--- config.mk ---
export PLATFORM = sky130hd
export DESIGN_NAME = seg_scroll_ctrl
export DESIGN_NICKNAME = d
export VERILOG_FILES = /design/src/rtl/seg_pkg.sv /design/src/rtl/seg_hex_decode.sv /design/src/rtl/seg_scroll_ctrl.sv
export SDC_FILE = /design/constraint.sdc
export NUM_CORES = 1
export LEC_CHECK = 0
export ABC_AREA = 1
export BUFFER_PORTS_ARGS = -buffer_cell sky130_fd_sc_hd__buf_2
export CAP_MARGIN = 30
export CORE_UTILIZATION = 45
export CTS_BUF_LIST = sky130_fd_sc_hd__clkbuf_8 sky130_fd_sc_hd__clkbuf_16
export CTS_CLUSTER_DIAMETER = 100
export DETAILED_ROUTE_END_ITERATION = 8
export SKIP_LAST_GASP = 1
export SLEW_MARGIN = 20
export SYNTH_ARGS = -nofsm -noshare
export SYNTH_HDL_FRONTEND = slang
export SYNTH_SLANG_ARGS = --single-unit
--- constraint.sdc ---
create_clock -name clk -period 8.9 [get_ports clk]
set_input_delay 1.78 -clock clk [delete_from_list [all_inputs] [get_ports clk]]
set_output_delay 1.78 -clock clk [all_outputs]
set_load 0.005 [all_outputs]
--- src/rtl/seg_pkg.sv ---
// Shared constants for the scrolling 7-segment driver: mode encodings, scroll direction,
// segment patterns {a,b,c,d,e,f,g} with a as MSB, and a counter-width helper.
package seg_pkg;

    localparam logic [1:0] MODE_HOLD   = 2'b00;
    localparam logic [1:0] MODE_WRAP_L = 2'b01;
    localparam logic [1:0] MODE_WRAP_R = 2'b10;
    localparam logic [1:0] MODE_BOUNCE = 2'b11;

    localparam logic DIR_UP   = 1'b0;
    localparam logic DIR_DOWN = 1'b1;

    localparam logic [6:0] SEG_BLANK = 7'b0000000;

    localparam logic [6:0] SEG_HEX [16] = '{
        7'b1111110, // 0
        7'b0110000, // 1
        7'b1101101, // 2
        7'b1111001, // 3
        7'b0110011, // 4
        7'b1011011, // 5
        7'b1011111, // 6
        7'b1110000, // 7
        7'b1111111, // 8
        7'b1111011, // 9
        7'b1110111, // A
        7'b0011111, // b
        7'b1001110, // C
        7'b0111101, // d
        7'b1001111, // E
        7'b1000111  // F
    };

    // Width of a counter running 0..div-1, never narrower than one bit.
    function automatic int unsigned cnt_width(input int unsigned div);
        return (div > 1) ? $clog2(div) : 1;
    endfunction

endpackage

--- src/rtl/seg_hex_decode.sv ---
// Combinational hex nibble to 7-segment pattern, segments {a,b,c,d,e,f,g}, active-high.
module seg_hex_decode
    import seg_pkg::*;
(
    input  logic [3:0] nibble,
    output logic [6:0] seg
);

    always_comb begin
        seg = SEG_HEX[nibble];
    end

endmodule

--- src/rtl/seg_scroll_ctrl.sv ---
// Scrolling hex message driver for a multiplexed common-ground 7-segment display.
// Optional blanking blink is built only when SEG_BLINK_EN is defined.
module seg_scroll_ctrl
    import seg_pkg::*;
#(
    parameter int unsigned N_DIGITS  = 4,
    parameter int unsigned MSG_LEN   = 18,
    parameter int unsigned SCAN_DIV  = 32768,
    parameter int unsigned STEP_DIV  = 2 ** 25,
    parameter int unsigned BLINK_DIV = 2 ** 22
) (
    input  logic                       clk,
    input  logic                       rst,
    input  logic                       wr_en,
    input  logic [$clog2(MSG_LEN)-1:0] wr_addr,
    input  logic [3:0]                 wr_data,
    input  logic [1:0]                 mode,
    input  logic                       fast,
    input  logic                       blink_en,
    output logic [$clog2(MSG_LEN)-1:0] pos,
    output logic [N_DIGITS-1:0]        digit_sel,
    output logic [6:0]                 seg
);

    localparam int unsigned PW  = $clog2(MSG_LEN);
    localparam int unsigned IW  = PW + 1;
    localparam int unsigned KW  = cnt_width(N_DIGITS);
    localparam int unsigned SCW = cnt_width(SCAN_DIV);
    localparam int unsigned STW = cnt_width(STEP_DIV);

    localparam logic [SCW-1:0] SCAN_TERM      = SCW'(SCAN_DIV - 1);
    localparam logic [STW-1:0] STEP_TERM_SLOW = STW'(STEP_DIV - 1);
    localparam logic [STW-1:0] STEP_TERM_FAST = STW'(STEP_DIV / 2 - 1);
    localparam logic [KW-1:0]  K_LAST         = KW'(N_DIGITS - 1);
    localparam logic [PW-1:0]  POS_MAX        = PW'(MSG_LEN - 1);
    localparam logic [PW-1:0]  POS_TOP        = PW'(MSG_LEN - N_DIGITS);
    localparam logic [IW-1:0]  MSG_LEN_W      = IW'(MSG_LEN);

    logic [3:0]          msg_q [MSG_LEN];
    logic [3:0]          msg_d [MSG_LEN];
    logic [SCW-1:0]      scan_cnt_q, scan_cnt_d;
    logic [KW-1:0]       scan_idx_q, scan_idx_d;
    logic [STW-1:0]      step_cnt_q, step_cnt_d;
    logic [PW-1:0]       pos_q, pos_d;
    logic                dir_q, dir_d;
    logic [N_DIGITS-1:0] digit_sel_q, digit_sel_d;
    logic [6:0]          seg_q, seg_d;

    logic                scan_tick;
    logic                step_tick;
    logic [STW-1:0]      step_term;
    logic [IW-1:0]       idx_sum;
    logic [PW-1:0]       rd_idx;
    logic [6:0]          dec_seg;

    // pos + k stays below 2*MSG_LEN, so one conditional subtract is a full modulo.
    always_comb begin
        idx_sum = IW'(pos_q) + IW'(scan_idx_q);
        rd_idx  = (idx_sum >= MSG_LEN_W) ? PW'(idx_sum - MSG_LEN_W) : PW'(idx_sum);
    end

    seg_hex_decode u_dec (
        .nibble (msg_q[rd_idx]),
        .seg    (dec_seg)
    );

    always_comb begin
        msg_d = msg_q;
        if (wr_en && (32'(wr_addr) < MSG_LEN)) begin
            msg_d[wr_addr] = wr_data;
        end
    end

    // The slot lit on a tick is the current index; the index then moves on.
    always_comb begin
        scan_tick   = (scan_cnt_q == SCAN_TERM);
        scan_cnt_d  = scan_tick ? '0 : scan_cnt_q + SCW'(1);
        scan_idx_d  = scan_idx_q;
        digit_sel_d = digit_sel_q;
        seg_d       = seg_q;
        if (scan_tick) begin
            scan_idx_d  = (scan_idx_q == K_LAST) ? '0 : scan_idx_q + KW'(1);
            digit_sel_d = ~(N_DIGITS'(1) << scan_idx_q);
            seg_d       = dec_seg;
        end
    end

    // Compare with >= so lowering the terminal via fast steps at once if already past it.
    always_comb begin
        step_term  = fast ? STEP_TERM_FAST : STEP_TERM_SLOW;
        step_tick  = (step_cnt_q >= step_term);
        step_cnt_d = step_tick ? '0 : step_cnt_q + STW'(1);
    end

    always_comb begin
        pos_d = pos_q;
        dir_d = dir_q;
        if (step_tick) begin
            case (mode)
                MODE_WRAP_L: pos_d = (pos_q == POS_MAX) ? '0 : pos_q + PW'(1);
                MODE_WRAP_R: pos_d = (pos_q == '0) ? POS_MAX : pos_q - PW'(1);
                MODE_BOUNCE: begin
                    if (pos_q > POS_TOP) begin
                        pos_d = POS_TOP;
                        dir_d = DIR_DOWN;
                    end else if (((dir_q == DIR_UP) && (pos_q != POS_TOP)) || (pos_q == '0)) begin
                        pos_d = pos_q + PW'(1);
                        dir_d = (pos_q + PW'(1) == POS_TOP) ? DIR_DOWN : DIR_UP;
                    end else begin
                        pos_d = pos_q - PW'(1);
                        dir_d = (pos_q == PW'(1)) ? DIR_UP : DIR_DOWN;
                    end
                end
                default: pos_d = pos_q;
            endcase
        end
    end

    always_ff @(posedge clk) begin
        if (rst) begin
            scan_cnt_q  <= '0;
            scan_idx_q  <= '0;
            step_cnt_q  <= '0;
            pos_q       <= '0;
            dir_q       <= DIR_UP;
            digit_sel_q <= '1;
            seg_q       <= SEG_BLANK;
        end else begin
            scan_cnt_q  <= scan_cnt_d;
            scan_idx_q  <= scan_idx_d;
            step_cnt_q  <= step_cnt_d;
            pos_q       <= pos_d;
            dir_q       <= dir_d;
            digit_sel_q <= digit_sel_d;
            seg_q       <= seg_d;
        end
    end

    // Message contents survive reset.
    always_ff @(posedge clk) begin
        msg_q <= msg_d;
    end

    assign pos       = pos_q;
    assign digit_sel = digit_sel_q;

`ifdef SEG_BLINK_EN
    localparam int unsigned BLW = cnt_width(BLINK_DIV);
    localparam logic [BLW-1:0] BLINK_TERM = BLW'(BLINK_DIV - 1);

    logic [BLW-1:0] blink_cnt_q, blink_cnt_d;
    logic           blink_on_q, blink_on_d;

    always_comb begin
        blink_cnt_d = (blink_cnt_q == BLINK_TERM) ? '0 : blink_cnt_q + BLW'(1);
        blink_on_d  = (blink_cnt_q == BLINK_TERM) ? ~blink_on_q : blink_on_q;
    end

    always_ff @(posedge clk) begin
        if (rst) begin
            blink_cnt_q <= '0;
            blink_on_q  <= 1'b0;
        end else begin
            blink_cnt_q <= blink_cnt_d;
            blink_on_q  <= blink_on_d;
        end
    end

    assign seg = (blink_en && blink_on_q) ? SEG_BLANK : seg_q;
`else
    logic unused_blink;
    assign unused_blink = blink_en ^ (BLINK_DIV == 0);
    assign seg          = seg_q;
`endif

endmodule

==> metrics.txt, run 1 <==
status completed; crit end category register; total negative setup slack 0 ns; crit-path max FO 15; gr usage total between 10% and 20%; Seq cells post-synth ~130; H-tree levels 4; Max Clk Rate 287 MHz; vias in the first global route 4750; Crit Path Category reg2reg; Max-Cap Viols 0; Final nets between 800 and 900; most frequent cells in the layout nand2_1 (131), nand3_1 (86), nor2_1 (74); busiest layer in global routing met2; fin crit period approximately 3.5 ns; VDD IR-drop max roughly 0.00017 V; vias post-DR 4981; CTS tree built; Int Pwr roughly 0.0011 W; Final HPWL DP 9310 um; Num CTS Buffers 17; Hold-fix buffers, CTS 0; CP max stage delay around 0.42 ns; HP Class reg2reg; Starting Density approximately 46%; most common cell after layout, fill and taps aside nand2_1; Synth Area per Inst ~9.2 um^2; Worst Path Required 9.21 ns; Buf/Inv on CP 6; Overflow after GRT 0; hold_ws 0.452 ns; FFs w/ async S/R, synth 0%; core area 14500 um^2; ANT nets after route 0; 1st-pass router iterations 5; Synth warnings 0; Post-synth EDFFs 72; layout cells sized above 1 between 10% and 20%; crit start category register; sequential area share after synthesis between 50% and 60%; pwr/cell area 187 nW/um^2; initial antenna violation count 0; reg2reg end seg[3]$_SDFFE_PP0P_; leakage 2.99 nW; RR Startpoint pos[0]$_SDFFE_PP0P_; dominant synthesized flop cell edfxtp_1; Mapped Area roughly 6700 um^2; Inst Count DP around 930; sequential cell fraction of total power 45.2%; row count 44; drt total wl about 13000 um; clock slew at reported path FFs 0.06 ns; crit share post-route 39.1%; Die X between 100 and 150 um; R2R Setup Slk ~5.4 ns; M3 GR Usage under 10%; worst path cell trace ha_2 > fa_1 > inv_1 > nand2_1 > nand2_1 > inv_1 > ha_1 > nand2_1 > nand2_2 > inv_2 > nand3_1 > nand3_1 > nand2_1 > nand2_1 > nand2_2 > inv_2 > ha_1 > inv_1 > nand3_1 > nand3_1 > nand2_1 > inv_1 > nand2_1 > nand2_1; WL per Instance approximately 14 um; WHS Path Cells 2; CP most frequent cell nand2_1; Die Height about 120 um; Skew-Pair Late Insertion Delay between 0.4 and 0.5 ns; Comb pwr share about 2.0%; Iter 0 DRT Violations between 400 and 500; RSZ-0062 raised after global routing false; fin cells 959; Via density slightly above 5; cell count after synthesis 727; # DRC 0; slew at the pin closest to its max-slew limit between 0.6 and 0.7 ns; slew margin rel. ~58%; switching power roughly 0.00030 W; Post-CTS Resized 0; Top delay family on crit path simple AND/OR/NAND/NOR gates; IO Port Bufs 30; min-delay src seg[4]$_SDFFE_PP0P_; Layout Skew between 0.005 and 0.006 ns; Mapped Nets roughly 770; Setup-failing EPs final 0; Critical Path AT ~3.8 ns; first-pass GRT wire length 22200 um; count of different cell masters after synthesis 50; die area approximately 15000 um^2; Post-CTS Setup Inserts 0; Max clock buf depth 2; Critical-path top delay cell fa_1; met2 GRT Util 31.5%; routability cong. 0.915; Reg2Reg Depth 24; Clk pwr share around 53%; Sw Share a little over a fifth; Worst Hold Path EP seg[4]$_SDFFE_PP0P_; area delta synth->final 14.2%; pins over their slew limit 0; met1 usage between 20% and 30%; Inserted Diodes 0; largest net degree at the start of global routing 27; Root Buffer Master clkbuf_16; num ports 32; final hold vios 0; CTS sink cnt 131
[state kept, by name, summed over array words and instances (netlist names)]
signal,flops
msg_q,72
scan_cnt_q,15
pos,5
digit_sel,4
step_cnt_q,25
scan_idx_q,2
seg,7
dir_q,1
[final cells by class]
class	instances	area, um^2
Multi-Input combinational cell	499	2900
Fill cell	1307	6880
Inverter	82	310
Timing Repair Buffer	31	170
Sequential cell	131	3340
Clock inverter	15	221
Clock buffer	17	425
Tap cell	184	230
[metrics by stage]
step                util, %  total power, W  worst slack [ns]  cell area [um^2]
finish                 52.5         0.00143              5.42              7600
global route           52.5         0.00147              5.01              7600
CTS                    52.5         0.00144              5.40              7600
detailed placement     48.0        0.000686              5.28              6960
global placement       47.9        0.000684              5.40              6940
floorplan                 -        0.000672              5.85              6660
[cells in the mapped netlist (4+ instances only)]
cell	number	area (um^2)
a21oi_1	22	110
a31oi_1	4	25.0
buf_4	4	30.0
buf_6	4	45.0
dfxtp_1	59	1180
edfxtp_1	72	2160
ha_1	22	275
inv_1	72	270
inv_2	8	30.0
mux2i_1	33	330
nand2_1	131	492
nand2_2	9	56.3
nand2_4	4	45.0
nand3_1	86	430
nand4_1	7	43.8
nor2_1	74	278
nor3_1	10	50.1
nor3b_1	14	105
o21ai_0	21	105
o21ai_2	4	35.0
xnor2_1	4	35.0
xor2_1	14	123
[cells by family (layout without fill, tap and decap cells)]
kind of cell | after synthesis | in the layout | share of synthesized area, %
AOI/OAI and AO/OA | 70 | 70 | 6.67
xor gates and xnor gates | 18 | 18 | 2.37
adders and majority gates | 23 | 23 | 4.44
buffers and inverters | 97 | 145 | 6.22
DFF | 131 | 131 | 50.2
muxes | 34 | 34 | 5.13
and+or+nand+nor | 354 | 354 | 24.9
[worst reg2reg max path, cell delays in order, from the launching register on]
cell,delay (ns)
dfxtp_1,0.38
ha_2,0.23
fa_1,0.42
inv_1,0.11
nand2_1,0.05
nand2_1,0.10
inv_1,0.06
ha_1,0.28
nand2_1,0.08
nand2_2,0.20
inv_2,0.23
nand3_1,0.11
nand3_1,0.10
nand2_1,0.06
nand2_1,0.07
nand2_2,0.11
inv_2,0.11
ha_1,0.17
inv_1,0.05
nand3_1,0.12
nand3_1,0.10
nand2_1,0.07
inv_1,0.04
nand2_1,0.07
nand2_1,0.05
[power groups by stage]
stage                     logic (W)  clock network (W)  registers, W
after floorplan           0.0000154                  0      0.000657
after global placement    0.0000275                  0      0.000657
after detailed placement  0.0000285                  0      0.000657
after CTS                 0.0000288           0.000771      0.000644
after global routing      0.0000325           0.000796      0.000644
final                     0.0000284           0.000753      0.000644
[layer usage]
metal  part of all wire [%]  vias up
li1                       -     2543
met1                     47     2315
met2                     47      105
met3                    4.3       18
met4                    1.6        0
met5                      0        -
[worst max path at each step]
stage | from | endpoint | slack [ns] | cells past startpoint
after floorplan | wr_addr[3] | msg_q[0]$_DFFE_PP_ | 5.85 | 5
after global placement | wr_addr[3] | msg_q[67]$_DFFE_PP_ | 5.40 | 6
after detailed placement | wr_addr[3] | msg_q[67]$_DFFE_PP_ | 5.28 | 6
after CTS | pos[0]$_SDFFE_PP0P_ | seg[3]$_SDFFE_PP0P_ | 5.40 | 24
after global routing | pos[0]$_SDFFE_PP0P_ | seg[3]$_SDFFE_PP0P_ | 5.01 | 22
final | pos[0]$_SDFFE_PP0P_ | seg[3]$_SDFFE_PP0P_ | 5.42 | 24
Power figures use the tool's default switching activity.
==> inputs of run 2 (changes only) <==
==> constraint.sdc (replaced) <==
create_clock -name clk -period 3.5 [get_ports clk]
set_input_delay 0.7 -clock clk [delete_from_list [all_inputs] [get_ports clk]]
set_output_delay 0.7 -clock clk [all_outputs]
set_load 0.005 [all_outputs]
==> run 2 against run 1 <==
  * Global-route usage up 0.33 points
  * Critical path depth is the same
  * Power rose to 2.5 times the previous value
  * Largest cell class unchanged
==> metrics.txt, run 2 (same netlist as run 1, synthesis figures left out) <==
Skew-Pair Late Insertion Delay 0.42 ns (about the same); Layout Skew 0.0123 ns (was 0.00528 ns); number of fill cells 1323 (was 1307); Setup-failing EPs final 0 (unchanged); Max Clk Rate 308 MHz (was 287 MHz); Num CTS Buffers 17 (unchanged); HP Class reg2reg (unchanged); total negative setup slack 0 ns (unchanged); row count 44 (unchanged); Critical Path AT 3.55 ns (was 3.79 ns); Via density 5.21 (was 5.19); CTS tree built (unchanged); fin crit period 3.25 ns (was 3.48 ns); fin util 52.9% (was 52.5%); drt total wl 13500 um (was 13100 um); Top Registers msg_q: 72 flops, step_cnt_q: 25 flops, scan_cnt_q: 15 flops (unchanged); crit-path max FO 15 (unchanged); 1st-pass router iterations 4 (was 5); CP most frequent cell nand2_1 (unchanged); CP max stage delay 0.42 ns (about the same); Die X 124 um (unchanged); worst path cell trace ha_2 > fa_1 > inv_1 > nand2_1 > nand2_1 > inv_1 > ha_1 > nand2_1 > nand2_4 > inv_4 > nand3_1 > nand3_1 > nand2_1 > nand2_1 > nand2_2 > inv_2 > ha_1 > inv_1 > nand3_1 > nand3_1 > nand2_1 > inv_1 > nand2_1 > nand2_1 (was ha_2 > fa_1 > inv_1 > nand2_1 > nand2_1 > inv_1 > ha_1 > nand2_1 > nand2_2 > inv_2 > nand3_1 > nand3_1 > nand2_1 > nand2_1 > nand2_2 > inv_2 > ha_1 > inv_1 > nand3_1 > nand3_1 > nand2_1 > inv_1 > nand2_1 > nand2_1); initial antenna violation count 0 (unchanged); Root Buffer Master clkbuf_16 (unchanged); Worst Path Required 3.81 ns (was 9.21 ns); ANT nets after route 0 (unchanged); total power 0.00360 W (was 0.00143 W); crit end category register (unchanged); num ports 32 (unchanged); DP Area 7010 um^2 (was 6960 um^2); max FFs per register 72 (unchanged); Final HPWL DP 9500 um (was 9310 um); # DRC 0 (unchanged); Iter 0 DRT Violations 352 (was 416); CTS sink cnt 131 (unchanged); leakage 3.01 nW (was 2.99 nW); layout cells sized above 1 14.5% (was 13.8%); area delta synth->final 15.0% (was 14.2%); H-tree levels 4 (unchanged); largest net degree at the start of global routing 26 (was 27); status completed (unchanged); most common cell after layout, fill and taps aside nand2_1 (unchanged); routability cong. 0.880 (was 0.915); most frequent cells in the layout nand2_1 (131), nand3_1 (86), nor2_1 (74) (unchanged); pins over their slew limit 0 (unchanged); vias in the first global route 4915 (was 4750); die area 15300 um^2 (unchanged); Overflow after GRT 0 (unchanged); clock slew at reported path FFs 0.06 ns (about the same); Inserted Diodes 0 (unchanged); final hold vios 0 (unchanged); Critical-path top delay cell fa_1 (unchanged); Starting Density 46.0% (unchanged); core area 14500 um^2 (unchanged); Clk pwr share 52.5% (was 52.8%); sequential cell fraction of total power 45.5% (was 45.2%); Int Pwr 0.00285 W (was 0.00113 W); Final nets 808 (was 801); switching power 0.000751 W (was 0.000298 W); Die Height 124 um (unchanged); gr usage total 19.3% (was 19.0%); VDD IR-drop max 0.000296 V (was 0.000168 V); crit share post-route 92.8% (was 39.1%); WL per Instance 14.0 um (was 13.7 um); Comb pwr share 2.0% (about the same); Sw Share 20.9% (about the same); pwr/cell area 471 nW/um^2 (was 187 nW/um^2); slew margin rel. 60.9% (was 58.3%); vias post-DR 5030 (was 4981); first-pass GRT wire length 22600 um (was 22200 um); slew at the pin closest to its max-slew limit 0.582 ns (was 0.622 ns); Post-CTS Setup Inserts 0 (unchanged); largest reg by FF count msg_q (unchanged); IO Port Bufs 30 (unchanged); crit start category register (unchanged); Post-Layout Inst Area 7650 um^2 (was 7600 um^2); Max clock buf depth 2 (unchanged); Max-Cap Viols 0 (unchanged); Crit Path Category reg2reg (unchanged)
run 2: cell types whose count changed in the layout (fill, tap and decap cells not counted), sizes merged:
| cell | before | now |
|---|---|---|
| buf | 31 | 38 |
| clkinv | 5 | 2 |
| inv | 87 | 86 |
| clkinvlp | 1 | 4 |
run 2: layout make-up:
class,count,area (um^2),area share (%)
flip-flops and latches,131,3340,43.7
multi-input cells,499,2920,38.1
clock buffers,17,425,5.56
inverters,82,315,4.12
well taps,184,230,3.01
repair buffers,38,223,2.91
clock inverters,14,203,2.65
run 2: layer usage:
layer / GRT usage (%) / vias up / wire length, um
met5: 0 / - / 0
met1: 24.0 / 2358 / 6230
met3: 3.89 / 17 / 477
met2: 32.2 / 104 / 6570
li1: - / 2551 / -
met4: 8.81 / 0 / 194
run 2: timing repair:
action                                  4_1_cts  5_1_grt
gates resized for setup                       0        4
hold endpoints to repair                      0        0
hold buffers                                  0        0
endpoints found under the setup margin        0        5
run 2: critical path, delay by kind of cell, from the launching register on:
kind,cells,cell delay (ns)
adder cells (fa/ha/maj),4,1.07
flip-flops,1,0.35
AND/OR/NAND/NOR,14,1.21
buffers and inverters,6,0.50
run 2: power groups by stage:
| stage | sequential (W) | combinational [W] | clock, W |
|---|---|---|---|
| after global placement | 0.00167 | 0.0000702 | 0 |
| final | 0.00164 | 0.0000724 | 0.00189 |
| after floorplan | 0.00167 | 0.0000391 | 0 |
| after CTS | 0.00164 | 0.0000734 | 0.00193 |
| after global routing | 0.00164 | 0.0000813 | 0.00199 |
| after detailed placement | 0.00167 | 0.0000731 | 0 |
run 2: worst paths after layout:
path	to	start	slack, ns	cells past startpoint
worst min register to register	step_cnt_q[0]$_SDFF_PP0_	step_cnt_q[0]$_SDFF_PP0_	0.44	1
worst max register to register	seg[3]$_SDFFE_PP0P_	scan_idx_q[0]$_SDFFE_PP0P_	0.25	24
worst max-delay path	seg[3]$_SDFFE_PP0P_	scan_idx_q[0]$_SDFFE_PP0P_	0.25	24
worst min-delay path	step_cnt_q[0]$_SDFF_PP0_	step_cnt_q[0]$_SDFF_PP0_	0.44	1
run 2: through the flow:
stage	setup slack (ns)	instances	hold WS (ns)
after global placement	0.191	934	0.428
after floorplan	0.532	727	0.417
final	0.253	965	0.445
after CTS	0.115	965	0.448
after detailed placement	0.101	934	0.438
after global routing	-0.00147	965	0.472
==> inputs of run 3 (changes only) <==
--- a/config.mk
+++ b/config.mk
@@ -8,10 +8,11 @@
 export ABC_AREA = 1
 export BUFFER_PORTS_ARGS = -buffer_cell sky130_fd_sc_hd__buf_2
 export CAP_MARGIN = 30
-export CORE_UTILIZATION = 45
+export CORE_UTILIZATION = 28
 export CTS_BUF_LIST = sky130_fd_sc_hd__clkbuf_8 sky130_fd_sc_hd__clkbuf_16
 export CTS_CLUSTER_DIAMETER = 100
 export DETAILED_ROUTE_END_ITERATION = 8
+export HOLD_SLACK_MARGIN = 0.06
 export SKIP_LAST_GASP = 1
 export SLEW_MARGIN = 20
 export SYNTH_ARGS = -nofsm -noshare
==> run 3 against run 2 <==
  * Core utilization shrank 20 points
  * Sequential cell count is the same
  * Worst setup slack gained 0.074 ns
  * Clock power shrank 14%
  * Combinational power shrank 0.6%
  * Global-route usage shrank 7.4 points
  * Power shrank 7.5%
  * First-iteration DRC count shrank 8.0%
  * Die area grew 60%
  * Cell count grew 14%
  * Via count shrank 3.0%
  * Highest routed layer unchanged
==> metrics.txt, run 3 (same netlist as run 1, synthesis figures left out) <==
# DRC 0 (unchanged); Inserted Diodes 0 (unchanged); vias post-DR 4881 (was 5030); Worst Path Required 3.81 ns (about the same); row count 56 (was 44); VDD IR-drop max 0.000428 V (was 0.000296 V); total negative setup slack 0 ns (unchanged); Hold-fix buffers, CTS 0 (unchanged); reg2reg end seg[3]$_SDFFE_PP0P_ (unchanged); gr usage total 11.9% (was 19.3%); initial antenna violation count 0 (unchanged); pwr/cell area 431 nW/um^2 (was 471 nW/um^2); Reg2Reg Depth 19 (was 24); die area 24400 um^2 (was 15300 um^2); crit-path max FO 9 (was 15); Skew-Pair Late Insertion Delay 0.42 ns (about the same); Post-CTS Setup Inserts 0 (unchanged); H-tree levels 4 (unchanged); first-pass GRT wire length 22800 um (was 22600 um); Comb pwr share 2.2% (was 2.0%); HP Class reg2reg (unchanged); area delta synth->final 16.1% (was 15.0%); RR Startpoint scan_idx_q[0]$_SDFFE_PP0P_ (unchanged); vias in the first global route 4720 (was 4915); clock slew at reported path FFs 0.06 ns (about the same); CTS tree built (unchanged); Int Pwr 0.00257 W (was 0.00285 W); Layout Skew 0.00896 ns (was 0.0123 ns); status completed (unchanged); switching power 0.000759 W (was 0.000751 W); Critical Path AT 3.49 ns (was 3.55 ns); 1st-pass router iterations 5 (was 4); final worst slack 0.327 ns (was 0.253 ns); R2R Setup Slk 0.33 ns (was 0.25 ns); min-delay src seg[4]$_SDFFE_PP0P_ (was step_cnt_q[0]$_SDFF_PP0_); layout cells sized above 1 14.6% (was 14.5%); WHS Path Cells 2 (was 1); RSZ-0062 raised after global routing false; crit end category register (unchanged); sequential cell fraction of total power 49.2% (was 45.5%); Sw Share 22.8% (was 20.9%); most frequent cells in the layout nand2_1 (131), nand3_1 (86), nor2_1 (74) (unchanged); core area 23400 um^2 (was 14500 um^2); Top Registers msg_q: 72 flops, step_cnt_q: 25 flops, scan_cnt_q: 15 flops (unchanged); pre-CTS setup slack 0.233 ns (was 0.101 ns); crit share post-route 90.7% (was 92.8%); Overflow after GRT 0 (unchanged); Num CTS Buffers 17 (unchanged); largest reg by FF count msg_q (unchanged); slew at the pin closest to its max-slew limit 0.600 ns (was 0.582 ns); routability cong. 0.816 (was 0.880); Die Height 156 um (was 124 um); Crit Path Category reg2reg (unchanged); Iter 0 DRT Violations 324 (was 352); Final HPWL DP 9590 um (was 9500 um); WL per Instance 12.1 um (was 14.0 um); max FFs per register 72 (unchanged); crit start category register (unchanged); fin crit period 3.17 ns (was 3.25 ns); Max Clk Rate 315 MHz (was 308 MHz); Final nets 808 (unchanged); most common cell after layout, fill and taps aside nand2_1 (unchanged); num ports 32 (unchanged); drt total wl 13300 um (was 13500 um); Setup-failing EPs final 0 (unchanged); IO Port Bufs 30 (unchanged); CTS sink cnt 131 (unchanged); largest net degree at the start of global routing 26 (unchanged); Root Buffer Master clkbuf_16 (unchanged); Starting Density 28.4% (was 46.0%); Max-Cap Viols 0 (unchanged); pins over their slew limit 0 (unchanged); slew margin rel. 59.7% (was 60.9%); Worst Hold Path EP seg[4]$_SDFFE_PP0P_ (was step_cnt_q[0]$_SDFF_PP0_); ANT nets after route 0 (unchanged); Clk pwr share 48.7% (was 52.5%); final hold vios 0 (unchanged); Die X 156 um (was 124 um); Via density 4.44 (was 5.21); leakage 2.97 nW (was 3.01 nW); Max clock buf depth 2 (unchanged)
[run 3: cell count changes in the layout (fill, tap and decap cells not counted), sizes merged]
cell	previous run	this run
clkinv	2	4
bufinv	4	0
inv	86	89
clkinvlp	4	3
[run 3: routing by layer]
metal,up-vias,track usage (%),wire [um]
li1,2548,-,-
met5,-,0,0
met2,64,19.0,6270
met3,7,3.31,435
met1,2262,15.3,6530
met4,0,4.48,102
[run 3: stage by stage]
stage / util (%) / area [um^2] / total power (W) / hold WS [ns] / instances
final: 33.0 / 7730 / 0.00333 / 0.451 / 1100
after global routing: 33.0 / 7730 / 0.00345 / 0.467 / 1100
after CTS: 33.0 / 7720 / 0.00338 / 0.448 / 1100
after detailed placement: 30.7 / 7180 / 0.00174 / 0.439 / 1069
after global placement: 30.7 / 7180 / 0.00174 / 0.430 / 1069
after floorplan: - / 6660 / 0.00171 / 0.417 / 727
[run 3: worst max-delay path: stages, from the launching register on]
cell and delay (ns):
dfxtp_1 0.34, ha_2 0.20, fa_2 0.59, inv_1 0.10
ha_1 0.19, xor2_1 0.14, nand2_1 0.10, o21ai_4 0.13
inv_2 0.15, o31ai_2 0.22, nand2_2 0.15, inv_2 0.11
ha_1 0.17, inv_1 0.04, nand3_1 0.12, nand3_1 0.09
nand2_1 0.07, inv_1 0.04, nand2_1 0.06, nand2_1 0.05
[run 3: repair_timing]
action / in CTS / in global routing
setup endpoints to repair: 0 / 2
endpoints found under the hold margin: 0 / 0
gates resized for setup: 0 / 3
[run 3: worst max path at each step]
| stage | from | to | cells past startpoint |
|---|---|---|---|
| 3_5_place_dp | scan_idx_q[0]$_SDFFE_PP0P_ | seg[3]$_SDFFE_PP0P_ | 24 |
| 6_report | scan_idx_q[0]$_SDFFE_PP0P_ | seg[3]$_SDFFE_PP0P_ | 19 |
| 5_1_grt | scan_idx_q[0]$_SDFFE_PP0P_ | seg[3]$_SDFFE_PP0P_ | 23 |
| 4_1_cts | scan_idx_q[0]$_SDFFE_PP0P_ | seg[3]$_SDFFE_PP0P_ | 24 |
| 2_1_floorplan | pos[0]$_SDFFE_PP0P_ | seg[3]$_SDFFE_PP0P_ | 23 |
| 3_3_place_gp | scan_idx_q[0]$_SDFFE_PP0P_ | seg[3]$_SDFFE_PP0P_ | 24 |
[run 3: area by class of cell]
class | instances | area, um^2
inverters | 82 | 313
well taps | 319 | 399
fillers | 2428 | 15700
clock buffers | 17 | 425
repair buffers | 38 | 223
flip-flops and latches | 131 | 3340
multi-input cells | 499 | 2910
clock inverters | 14 | 119
[run 3: power by group through the flow]
| stage | registers (W) | logic, W | clock network, W |
|---|---|---|---|
| final | 0.00164 | 0.0000720 | 0.00162 |
| after detailed placement | 0.00167 | 0.0000734 | 0 |
| after CTS | 0.00164 | 0.0000738 | 0.00167 |
| after global placement | 0.00167 | 0.0000719 | 0 |
| after global routing | 0.00164 | 0.0000832 | 0.00173 |
| after floorplan | 0.00167 | 0.0000391 | 0 |
